**src/rtl/alu_arbiter_if.sv**
```systemverilog
`default_nettype none
// +--------------------------------------------------------------------------+
// | alu_arbiter_if : requester and shared-ALU signals of alu_arbiter          |
// | Rev 1.0                                                                   |
// +--------------------------------------------------------------------------+
interface alu_arbiter_if;
    logic        req0;
    logic        req1;
    logic [3:0]  fsel0;
    logic [3:0]  fsel1;
    logic [7:0]  a0;
    logic [7:0]  b0;
    logic [7:0]  a1;
    logic [7:0]  b1;
    logic        done0;
    logic        done1;
    logic [15:0] result;
    logic [3:0]  sreg;
    logic        busy;
    logic        grant_id;
    logic [3:0]  alu_fsel;
    logic [7:0]  alu_a;
    logic [7:0]  alu_b;
    logic [15:0] alu_result;
    logic [3:0]  alu_sreg;

    modport slave (
        input  req0, req1, fsel0, fsel1, a0, b0, a1, b1, alu_result, alu_sreg,
        output done0, done1, result, sreg, busy, grant_id, alu_fsel, alu_a, alu_b
    );

    modport master (
        output req0, req1, fsel0, fsel1, a0, b0, a1, b1, alu_result, alu_sreg,
        input  done0, done1, result, sreg, busy, grant_id, alu_fsel, alu_a, alu_b
    );
endinterface
`default_nettype wire

```
**src/rtl/alu_arbiter.sv**
```systemverilog
`default_nettype none
// +--------------------------------------------------------------------------+
// | alu_arbiter : round-robin arbiter sharing one pipelined ALU between two   |
// |               requesters. Rev 1.0                                         |
// +--------------------------------------------------------------------------+
module alu_arbiter #(
    parameter int ALU_LATENCY = 1
) (
    input  logic         clk,
    input  logic         rst_n,
    alu_arbiter_if.slave bus
);

    localparam logic [1:0] c_idle     = 2'd0;
    localparam logic [1:0] c_busy     = 2'd1;
    localparam logic [1:0] c_done     = 2'd2;
    localparam logic [2:0] c_last_cnt = 3'(ALU_LATENCY);

    logic [1:0]  r_state;
    logic [1:0]  w_next_state;
    logic [2:0]  r_cnt;
    logic        r_ptr;
    logic        r_grant_id;
    logic [3:0]  r_alu_fsel;
    logic [7:0]  r_alu_a;
    logic [7:0]  r_alu_b;
    logic [15:0] r_result;
    logic [3:0]  r_sreg;

    logic        w_any_req;
    logic        w_winner;
    logic        w_grant;
    logic        w_last_busy;
    logic        w_busy;
    logic        w_done0;
    logic        w_done1;

    assign w_any_req   = bus.req0 | bus.req1;
    // Under contention the pointer names the winner; otherwise the lone requester wins.
    assign w_winner    = (bus.req0 & bus.req1) ? r_ptr : bus.req1;
    assign w_grant     = (r_state == c_idle) & w_any_req;
    assign w_last_busy = (r_state == c_busy) & (r_cnt == c_last_cnt);

    always_ff @(posedge clk) begin
        if (!rst_n) begin
            r_state <= c_idle;
        end else begin
            r_state <= w_next_state;
        end
    end

    always_comb begin
        w_next_state = r_state;
        case (r_state)
            c_idle:  if (w_any_req)   w_next_state = c_busy;
            c_busy:  if (w_last_busy) w_next_state = c_done;
            c_done:  w_next_state = c_idle;
            default: w_next_state = c_idle;
        endcase
    end

    always_comb begin
        w_busy  = 1'b0;
        w_done0 = 1'b0;
        w_done1 = 1'b0;
        case (r_state)
            c_busy: w_busy = 1'b1;
            c_done: begin
                w_busy  = 1'b1;
                w_done0 = ~r_grant_id;
                w_done1 = r_grant_id;
            end
            default: w_busy = 1'b0;
        endcase
    end

    always_ff @(posedge clk) begin
        if (!rst_n) begin
            r_cnt      <= 3'd0;
            r_ptr      <= 1'b0;
            r_grant_id <= 1'b0;
            r_alu_fsel <= 4'd0;
            r_alu_a    <= 8'd0;
            r_alu_b    <= 8'd0;
            r_result   <= 16'd0;
            r_sreg     <= 4'd0;
        end else begin
            if (w_grant) begin
                r_cnt      <= 3'd0;
                r_grant_id <= w_winner;
                r_ptr      <= ~w_winner;
                r_alu_fsel <= w_winner ? bus.fsel1 : bus.fsel0;
                r_alu_a    <= w_winner ? bus.a1    : bus.a0;
                r_alu_b    <= w_winner ? bus.b1    : bus.b0;
            end else if (r_state == c_busy) begin
                r_cnt <= r_cnt + 3'd1;
            end
            if (w_last_busy) begin
                r_result <= bus.alu_result;
                r_sreg   <= bus.alu_sreg;
            end
        end
    end

    assign bus.done0    = w_done0;
    assign bus.done1    = w_done1;
    assign bus.busy     = w_busy;
    assign bus.grant_id = r_grant_id;
    assign bus.alu_fsel = r_alu_fsel;
    assign bus.alu_a    = r_alu_a;
    assign bus.alu_b    = r_alu_b;
    assign bus.result   = r_result;
    assign bus.sreg     = r_sreg;

endmodule
`default_nettype wire

```
**src/flat_wrapper.sv**
```systemverilog
// flat-port wrapper written by rule: the top's interface ports become plain ports
module alu_arbiter_flat 
#(
    parameter int ALU_LATENCY = 1
)
  (clk, rst_n, bus_req0, bus_req1, bus_fsel0, bus_fsel1, bus_a0, bus_b0, bus_a1, bus_b1, bus_alu_result, bus_alu_sreg, bus_done0, bus_done1, bus_result, bus_sreg, bus_busy, bus_grant_id, bus_alu_fsel, bus_alu_a, bus_alu_b);
  alu_arbiter_if bus_i ();
  input  logic clk;
  input  logic rst_n;
  input wire logic [$bits(bus_i.req0)-1:0] bus_req0;
  input wire logic [$bits(bus_i.req1)-1:0] bus_req1;
  input wire logic [$bits(bus_i.fsel0)-1:0] bus_fsel0;
  input wire logic [$bits(bus_i.fsel1)-1:0] bus_fsel1;
  input wire logic [$bits(bus_i.a0)-1:0] bus_a0;
  input wire logic [$bits(bus_i.b0)-1:0] bus_b0;
  input wire logic [$bits(bus_i.a1)-1:0] bus_a1;
  input wire logic [$bits(bus_i.b1)-1:0] bus_b1;
  input wire logic [$bits(bus_i.alu_result)-1:0] bus_alu_result;
  input wire logic [$bits(bus_i.alu_sreg)-1:0] bus_alu_sreg;
  output wire logic [$bits(bus_i.done0)-1:0] bus_done0;
  output wire logic [$bits(bus_i.done1)-1:0] bus_done1;
  output wire logic [$bits(bus_i.result)-1:0] bus_result;
  output wire logic [$bits(bus_i.sreg)-1:0] bus_sreg;
  output wire logic [$bits(bus_i.busy)-1:0] bus_busy;
  output wire logic [$bits(bus_i.grant_id)-1:0] bus_grant_id;
  output wire logic [$bits(bus_i.alu_fsel)-1:0] bus_alu_fsel;
  output wire logic [$bits(bus_i.alu_a)-1:0] bus_alu_a;
  output wire logic [$bits(bus_i.alu_b)-1:0] bus_alu_b;
  assign bus_i.req0 = bus_req0;
  assign bus_i.req1 = bus_req1;
  assign bus_i.fsel0 = bus_fsel0;
  assign bus_i.fsel1 = bus_fsel1;
  assign bus_i.a0 = bus_a0;
  assign bus_i.b0 = bus_b0;
  assign bus_i.a1 = bus_a1;
  assign bus_i.b1 = bus_b1;
  assign bus_i.alu_result = bus_alu_result;
  assign bus_i.alu_sreg = bus_alu_sreg;
  assign bus_done0 = bus_i.done0;
  assign bus_done1 = bus_i.done1;
  assign bus_result = bus_i.result;
  assign bus_sreg = bus_i.sreg;
  assign bus_busy = bus_i.busy;
  assign bus_grant_id = bus_i.grant_id;
  assign bus_alu_fsel = bus_i.alu_fsel;
  assign bus_alu_a = bus_i.alu_a;
  assign bus_alu_b = bus_i.alu_b;
  alu_arbiter #(.ALU_LATENCY(ALU_LATENCY)) u_core (.clk(clk), .rst_n(rst_n), .bus(bus_i));
endmodule
```
**config.mk**
```make
export PLATFORM = sky130hd
export DESIGN_NAME = alu_arbiter_flat
export DESIGN_NICKNAME = d
export VERILOG_FILES = /design/src/rtl/alu_arbiter_if.sv /design/src/rtl/alu_arbiter.sv /design/src/flat_wrapper.sv
export SDC_FILE = /design/constraint.sdc
export NUM_CORES = 1
export LEC_CHECK = 0
export CAP_MARGIN = 25
export CELL_PAD_IN_SITES_DETAIL_PLACEMENT = 1
export CELL_PAD_IN_SITES_GLOBAL_PLACEMENT = 1
export CORE_MARGIN = 5
export CORE_UTILIZATION = 27
export CTS_CLUSTER_DIAMETER = 100
export DETAILED_ROUTE_END_ITERATION = 10
export PLACE_DENSITY = 0.8
export SLEW_MARGIN = 20
export SYNTH_ARGS = -nofsm -noshare
export SYNTH_HDL_FRONTEND = slang
export SYNTH_SLANG_ARGS = --single-unit
```
**constraint.sdc**
```tcl
create_clock -name clk -period 1.7 [get_ports clk]
set_input_delay 0.17 -clock clk [delete_from_list [all_inputs] [get_ports clk]]
set_output_delay 0.17 -clock clk [all_outputs]
set_load 0.03 [all_outputs]
```
# Word-level counts from Yosys, hierarchy flattened
# Index checks and enable logic that the tools add are counted.
op_classes:
  eq_ne: 5
  n_addsub: 1
  n_mul: 0
  n_mux: 10
  n_reduce_logical: 4
  n_lt_le_gt_ge: 0
  n_div: 0
  n_bitwise: 7
  shifts: 0
op_table:
  columns: ["op", "n"]
  rows:
  - ["$mux W8", 2]
  - ["$mux W1", 4]
  - ["$mux W2", 2]
  - ["$mux W4", 1]
  - ["$ne A2 B1 Y1 const B", 2]
  - ["$pmux W2 S2", 1]
  - ["$reduce_or A2 Y1", 2]
  - ["$add A3 B1 Y3 const B", 1]
  - ["$and A1 B1 Y1", 3]
  - ["$eq A3 B1 Y1 const B", 1]
  - ["$not A1 Y1", 3]
  - ["$eq A2 B1 Y1 const B", 1]
  - ["$eq A2 B2 Y1 const B", 1]
  - ["$logic_not A2 Y1", 1]
  - ["$reduce_and A2 Y1", 1]
  - ["$or A1 B1 Y1", 1]
totals:
  regBits: 47
  out_inout_bits: 44
  ram_bits: 0
  romBits: 0
  latch_bits: 0
  word_cells: 36
  mem_count: 0

# Depth between registers and ports, before layout
# Gate-level depths: netlist (run 1).
logic_depth:
  word_depth: 4
  depth_mapped: 7
  ltp_nobuf: 5

# Least setup slack after synthesis (run 1)
# OpenSTA, ideal clock, no wires.
synth_path:
  path_type: "register to register"
  from: "register u_core.r_state[0]"
  to: "register u_core.r_alu_a[0], in the netlist u_core.bus.alu_a[0]"
  period_less_slack_ps: 1398
  setup_ps: 122
  stages_incl_launch_ff: 7
  arrival_ps: 1276
  path_slack_ps: 302
  cell_sequence: "dfxtp_1 -> inv_1 -> ha_1 -> nand3_1 -> a21oi_2 -> buf_4 -> a221o_1"
synth_between:
  elab_chain_len: 2
synth_rtl:
  columns: ["item", "line", "text"]
  rows:
  - ["from (decl)", "alu_arbiter.sv:19", "logic [1:0] r_state;"]
  - ["from (signal assigned)", "alu_arbiter.sv:46", "r_state <= c_idle;"]
  - ["from (signal assigned)", "alu_arbiter.sv:48", "r_state <= w_next_state;"]
  - ["$logic_not A2 Y1", "alu_arbiter.sv:41", "assign w_grant = (r_state == c_idle) & w_any_req;"]
  - ["$and A1 B1 Y1", "alu_arbiter.sv:41", null]
  - ["to (signal assigned)", "alu_arbiter.sv:93", "r_alu_a <= w_winner ? bus.a1 : bus.a0;"]
  - ["to (decl)", "alu_arbiter.sv:25", "logic [7:0] r_alu_a;"]
# Every way passes these cells.
# A chain may end at the register's enable or synchronous reset.

# Final worst setup path (run 1)
layout_path:
  from: "register u_core.r_state[0]"
  to: "output port bus_done0"
layout_between:
  elab_chain_len: 2
layout_rtl:
  columns: ["item", "line", "text"]
  rows:
  - ["$eq A2 B2 Y1", "alu_arbiter.sv:66", "case (r_state)"]
  - ["$mux W1", "alu_arbiter.sv:66", null]
  - ["to (decl)", "flat_wrapper.sv:20", "output wire logic [$bits(bus_i.done0)-1:0] bus_done0;"]
# Every way passes these cells.

==> results_dict.tcl, run 1 <==
set metrics [dict create \
    crit_arrival_ns 1.46 \
    clock-root-buffer "clkbuf_8" \
    finalMaxSlewViolations 0 \
    hold_class "primary input to register" \
    syn_inst 201 \
    antenna_found_initial 0 \
    die_w_um 94.8 \
    synth_area_per_cell_um2 9.67 \
    wl_per_cell_um 15.0 \
    r2r_end "u_core.bus.alu_a[7]$_SDFFE_PN0P_" \
    dp_cells 399 \
    worstRegToRegCells 6 \
    synth_cell_types 30 \
    required_ns 1.53 \
    ys_ff_latch 47 \
    skew_ns 0.00691 \
    critPathMaxStageDelay_ns 0.39 \
    wl_um 6110 \
    drt_iter0_drc 40 \
    maxCapViolCount 0 \
    yosysSeqAreaShare 0.484 \
    path_cells "inv_1 -> ha_1 -> nor2b_1 -> clkdlybuf4s15_1" \
    cts_buffer_depth 2 \
    core_area_um2 7140 \
    grt_pass1_vias 1987 \
    htree_levels 2 \
    die_h_um 94.8 \
    synth_top_family_by_area "compound AO/OA/AOI/OAI gates" \
    synth_area_um2 1940 \
    p_leak_nw 1.26 \
    finalWorstPathRequiredPeriod_ns 1.63 \
    status "completed" \
    die_area_um2 8990 \
    worst_pin_slew_ns 0.341 \
    fin_util 0.451 \
    min_path_cells 3 \
    instances_no_fill 407 \
    async_flop_share 0 \
    overflow 0 \
    power_mw 3.51 \
    grt_start_max_net_pins 31 \
    cts_tree "yes" \
    hp-start "bus_alu_sreg[0]" \
    synthMuxAreaShare 0.00515 \
    clock-sinks 47 \
    cts_buffers 5 \
    slowest_stage "dfxtp_1" \
    yosys.area_share.simple 0.180 \
    postCtsHoldBufs 0 \
    synth_ff_type "dfxtp_1" \
    gr-usage-all-layers 0.136 \
    worst-setup-path-type "register to output port" \
    vias_per_cell 4.61 \
    clk_pin_slew_ns 0.09 \
    maxSlewHeadroom 0.772 \
    hold_path_end "u_core.bus.sreg[0]$_SDFFE_PN0P_" \
    firstDrtPassIters 4 \
    timing.rr.start "u_core.r_state[0]$_SDFFE_PN0P_" \
    regToRegSetupSlack_ns 0.14 \
    std_cell_rows 31 \
    drive_gt1_frac 0.0649 \
    place_hpwl_um 4560 \
    ant_nets 0 \
    gp_congestion 0.747 \
    antennaDiodeCount 0 \
    clk_latency_ns 0.30 \
    rsz0062_at_grt "no" \
    period_share 0.957 \
    drc 0 \
    ys_warn_count 0 \
    fin_setup_tns_ns 0 \
    yosys.area.top_type "dfxtp_1" \
    ios 108 \
    path_max_fanout 4 \
    synth_edf_count 0 \
    syn2layout_area_growth_pct 65.8 \
    synthAdderAreaFrac 0.0386 \
    fmax_mhz 615 \
    setup_viol 0 \
    start_kind "register" \
    ir_worst_vdd_v 0.000536 \
    synth_top_area_frac 0.484 \
    syn-num-nets 271 \
    port_buffers 107 \
    grt_pass1_wl_um 9500 \
    final_hold_viol_count 0 \
    nNetsFinal 377 \
    synth_top_cells_by_count "47 x dfxtp_1, 44 x nand2_1, 20 x a21boi_1, 20 x a221o_1, 20 x and3_1" \
    powerDensity_nw_per_um2 1090 \
    crit_path_end_kind "output port" \
    start_util 0.272 \
    synth-compound-area-share 0.222 \
    synth_xor_area_frac 0.00901 \
    synth_area_leaders "dfxtp_1 48%, a221o_1 10%, nand2_1 8.5%" \
    synth_most_common_cell "dfxtp_1" \
    num_vias 1878 \
]
-- repair_timing --
action,in CTS,in global routing
gates resized for setup,4,4
endpoints found under the setup margin,3,3
buffers inserted,0,0
-- cell type report --
type,count,area (µm²)
sequential,47,941
multi-input combinational,134,883
inverter,4,15.0
timing repair buffer,115,1160
tap,99,124
clock buffer,8,100
fill,831,3920
-- per-stage QoR --
stage | instance area [µm²] | setup WS, ns | hold slack [ns]
after floorplan | 1940 | 0.302 | 0.305
after global placement | 3130 | 0.107 | 0.441
after detailed placement | 3130 | 0.0696 | 0.446
after CTS | 3230 | 0.00787 | 0.403
after global routing | 3220 | 0.00689 | 0.412
final | 3220 | 0.0734 | 0.414
-- where the power goes --
part           switching (mW)  internal, mW
Clock                   0.370         0.372
Sequential             0.0943          1.27
Combinational           0.748         0.656
Total                    1.21          2.30
-- layout by cell type, fill, tap and decap left out, types with 2 or more instances in the layout --
master | synthesis | routed
a221o_1 | 20 | 20
a21boi_1 | 20 | 20
nand3_1 | 2 | 2
nor2_1 | 4 | 4
clkbuf_8 | 0 | 7
dfxtp_1 | 47 | 47
buf_4 | 1 | 5
and3_1 | 20 | 20
buf_12 | 0 | 3
clkbuf_2 | 0 | 2
ha_1 | 6 | 6
a21oi_2 | 2 | 2
inv_1 | 4 | 4
nand2_1 | 44 | 44
clkdlybuf4s50_1 | 0 | 104
-- per-layer routing --
layer  GRT usage  vias to the layer above  part of all wire
li1            -                      921                 -
met3      0.0558                        5              0.10
met2       0.243                       79              0.49
met5           0                        -                 0
met1       0.149                      873              0.40
met4      0.0361                        0            0.0090
-- worst max-delay path, delay by kind of cell, from the launching register on --
family / cells / cell delay [ns]
buf+inv: 2 / 0.43
simple gates: 1 / 0.13
fa+ha+maj: 1 / 0.21
flops: 1 / 0.39
-- registers in the layout, summed over array words and instances, names as in the netlist --
name                 count
u_core.bus.alu_a         8
u_core.bus.alu_b         8
u_core.bus.alu_fsel      4
u_core.bus.grant_id      1
u_core.bus.result       16
u_core.bus.sreg          4
u_core.r_cnt             3
u_core.r_ptr             1
u_core.r_state           2
-- kinds of logic after synthesis --
| family | after synthesis |
|---|---|
| adders and majority gates | 6 |
| xor gates and xnor gates | 2 |
| DFF | 47 |
| buffers and inverters | 20 |
| and+or+nand+nor | 75 |
| AOI/OAI and AO/OA | 50 |
| muxes | 1 |
-- worst max-delay path by stage --
stage	start	end	slack [ns]
after global routing	u_core.r_state[0]$_SDFFE_PN0P_	bus_done0	0.007
after CTS	u_core.r_state[0]$_SDFFE_PN0P_	bus_done1	0.008
after floorplan	u_core.r_state[0]$_SDFFE_PN0P_	u_core.bus.alu_a[0]$_SDFFE_PN0P_	0.30
final	u_core.r_state[0]$_SDFFE_PN0P_	bus_done0	0.07
after detailed placement	u_core.r_state[0]$_SDFFE_PN0P_	bus_busy	0.07
after global placement	u_core.r_state[0]$_SDFFE_PN0P_	bus_busy	0.11
(Power assumes the default switching activity.)
==> inputs of run 2 (changes only) <==
--- a/config.mk
+++ b/config.mk
@@ -13,6 +13,7 @@
 export CTS_CLUSTER_DIAMETER = 100
 export DETAILED_ROUTE_END_ITERATION = 10
 export PLACE_DENSITY = 0.8
+export SKIP_CTS_REPAIR_TIMING = 1
 export SLEW_MARGIN = 20
 export SYNTH_ARGS = -nofsm -noshare
 export SYNTH_HDL_FRONTEND = slang
==> results_dict.tcl, run 2 (same netlist as run 1, synthesis figures left out) <==
set metrics [dict create \
    status "completed" \
    worst-setup-path-type "register to output port" \
    antennaDiodeCount 0 \
    ant_nets 0 \
    rsz0062_at_grt "no" \
    num_vias 1877 \
    hold_class "primary input to register" \
    clk_pin_slew_ns 0.09 \
    clock-sinks 47 \
    syn2layout_area_growth_pct 66.7 \
    std_cell_rows 31 \
    fmax_mhz 639 \
    required_ns 1.53 \
    ios 108 \
    start_kind "register" \
    finalMaxSlewViolations 0 \
    final_hold_viol_count 0 \
    path_max_fanout 4 \
    port_buffers 107 \
    cts_tree "yes" \
    gp_congestion 0.747 \
    grt_pass1_vias 1987 \
    setup_viol 0 \
    cpLargestDelayFamily "flip-flops" \
    largest_reg_flops 16 \
    start_util 0.272 \
    gr-usage-all-layers 0.136 \
    grt_start_max_net_pins 31 \
    core_area_um2 7140 \
    power_mw 3.52 \
    clock-root-buffer "clkbuf_8" \
    wl_um 6110 \
    overflow 0 \
    place_hpwl_um 4560 \
    crit_buf_inv 2 \
    critPathMaxStageDelay_ns 0.39 \
    cts_buffer_depth 2 \
    cts_buffers 5 \
    maxCapViolCount 0 \
    clk_latency_ns 0.30 \
    nNetsFinal 377 \
    drc 0 \
    slowest_stage "dfxtp_1" \
    firstDrtPassIters 4 \
    vias_per_cell 4.61 \
    final_common_cell "clkdlybuf4s50_1" \
    die_w_um 94.8 \
    htree_levels 2 \
    crit_arrival_ns 1.39 \
    layout_common_cells "104 x clkdlybuf4s50_1, 47 x dfxtp_1, 44 x nand2_1" \
    nFillCells 829 \
    drt_iter0_drc 44 \
    powerDensity_nw_per_um2 1090 \
    grt_pass1_wl_um 9500 \
    ir_worst_vdd_v 0.000536 \
    crit_path_end_kind "output port" \
    antenna_found_initial 0 \
    wl_per_cell_um 15.0 \
    p_leak_nw 1.31 \
    period_share 0.921 \
    die_area_um2 8990 \
    maxSlewHeadroom 0.772 \
    fin_util 0.454 \
    fin_setup_tns_ns 0 \
    drive_gt1_frac 0.0584 \
    skew_ns 0.00692 \
    die_h_um 94.8 \
    finalWorstPathRequiredPeriod_ns 1.56 \
    path_cells "inv_1 -> ha_1 -> dlymetal6s2s_1" \
    worst_pin_slew_ns 0.340 \
]
-- run 2: final cells by class --
cell class / count / area [µm²] / area share
multi-input combinational: 134 / 883 / 0.273
tap: 99 / 124 / 0.0382
inverter: 4 / 15.0 / 0.00463
timing repair buffer: 115 / 1180 / 0.363
clock buffer: 8 / 100 / 0.0309
sequential: 47 / 941 / 0.290
-- run 2: metrics by stage --
stage | area, µm² | hold WS, ns | instances | setup slack [ns]
floorplan | 1940 | 0.305 | 201 | 0.302
global placement | 3130 | 0.441 | 399 | 0.107
detailed placement | 3130 | 0.446 | 399 | 0.0696
CTS | 3230 | 0.403 | 407 | -0.276
global route | 3240 | 0.412 | 407 | 0.0729
finish | 3240 | 0.414 | 407 | 0.135
-- run 2: worst register-to-register path: stages (launching register included) --
cell and delay (ns):
dfxtp_1 0.35, inv_1 0.10, ha_1 0.27, o21ai_2 0.11, buf_12 0.16, and3_1 0.19
a221o_1 0.26
-- run 2: per-layer routing --
| layer | up-vias | global-route usage | wire, µm | part of all wire |
|---|---|---|---|---|
| met4 | 0 | 0.0361 | 55 | 0.0090 |
| met5 | - | 0 | 0 | 0 |
| li1 | 921 | - | - | - |
| met3 | 5 | 0.0558 | 603 | 0.099 |
| met2 | 74 | 0.243 | 3000 | 0.49 |
| met1 | 877 | 0.149 | 2460 | 0.40 |
-- run 2: where the power goes --
| part | internal [mW] | switching (mW) | total, mW |
|---|---|---|---|
| logic | 0.670 | 0.747 | 1.42 |
| clock network | 0.372 | 0.369 | 0.741 |
| registers | 1.27 | 0.0945 | 1.36 |
-- run 2: worst paths after layout --
check	end	cells past startpoint	from	slack, ns
worst min register to register	u_core.bus.sreg[1]$_SDFFE_PN0P_	2	u_core.bus.sreg[1]$_SDFFE_PN0P_	0.46
worst max register to register	u_core.bus.alu_a[7]$_SDFFE_PN0P_	6	u_core.r_state[0]$_SDFFE_PN0P_	0.14
worst min-delay path	u_core.bus.sreg[0]$_SDFFE_PN0P_	3	bus_alu_sreg[0]	0.41
worst max-delay path	bus_busy	3	u_core.r_state[0]$_SDFFE_PN0P_	0.14
==> inputs of run 3 (changes only) <==
--- a/config.mk
+++ b/config.mk
@@ -12,9 +12,11 @@
 export CORE_UTILIZATION = 27
 export CTS_CLUSTER_DIAMETER = 100
 export DETAILED_ROUTE_END_ITERATION = 10
+export HOLD_SLACK_MARGIN = 0.1
 export PLACE_DENSITY = 0.8
 export SKIP_CTS_REPAIR_TIMING = 1
 export SLEW_MARGIN = 20
 export SYNTH_ARGS = -nofsm -noshare
 export SYNTH_HDL_FRONTEND = slang
 export SYNTH_SLANG_ARGS = --single-unit
+export TNS_END_PERCENT = 30
==> results of run 3 <==
Final layout, timing and power as in run 2 (identical DEF).
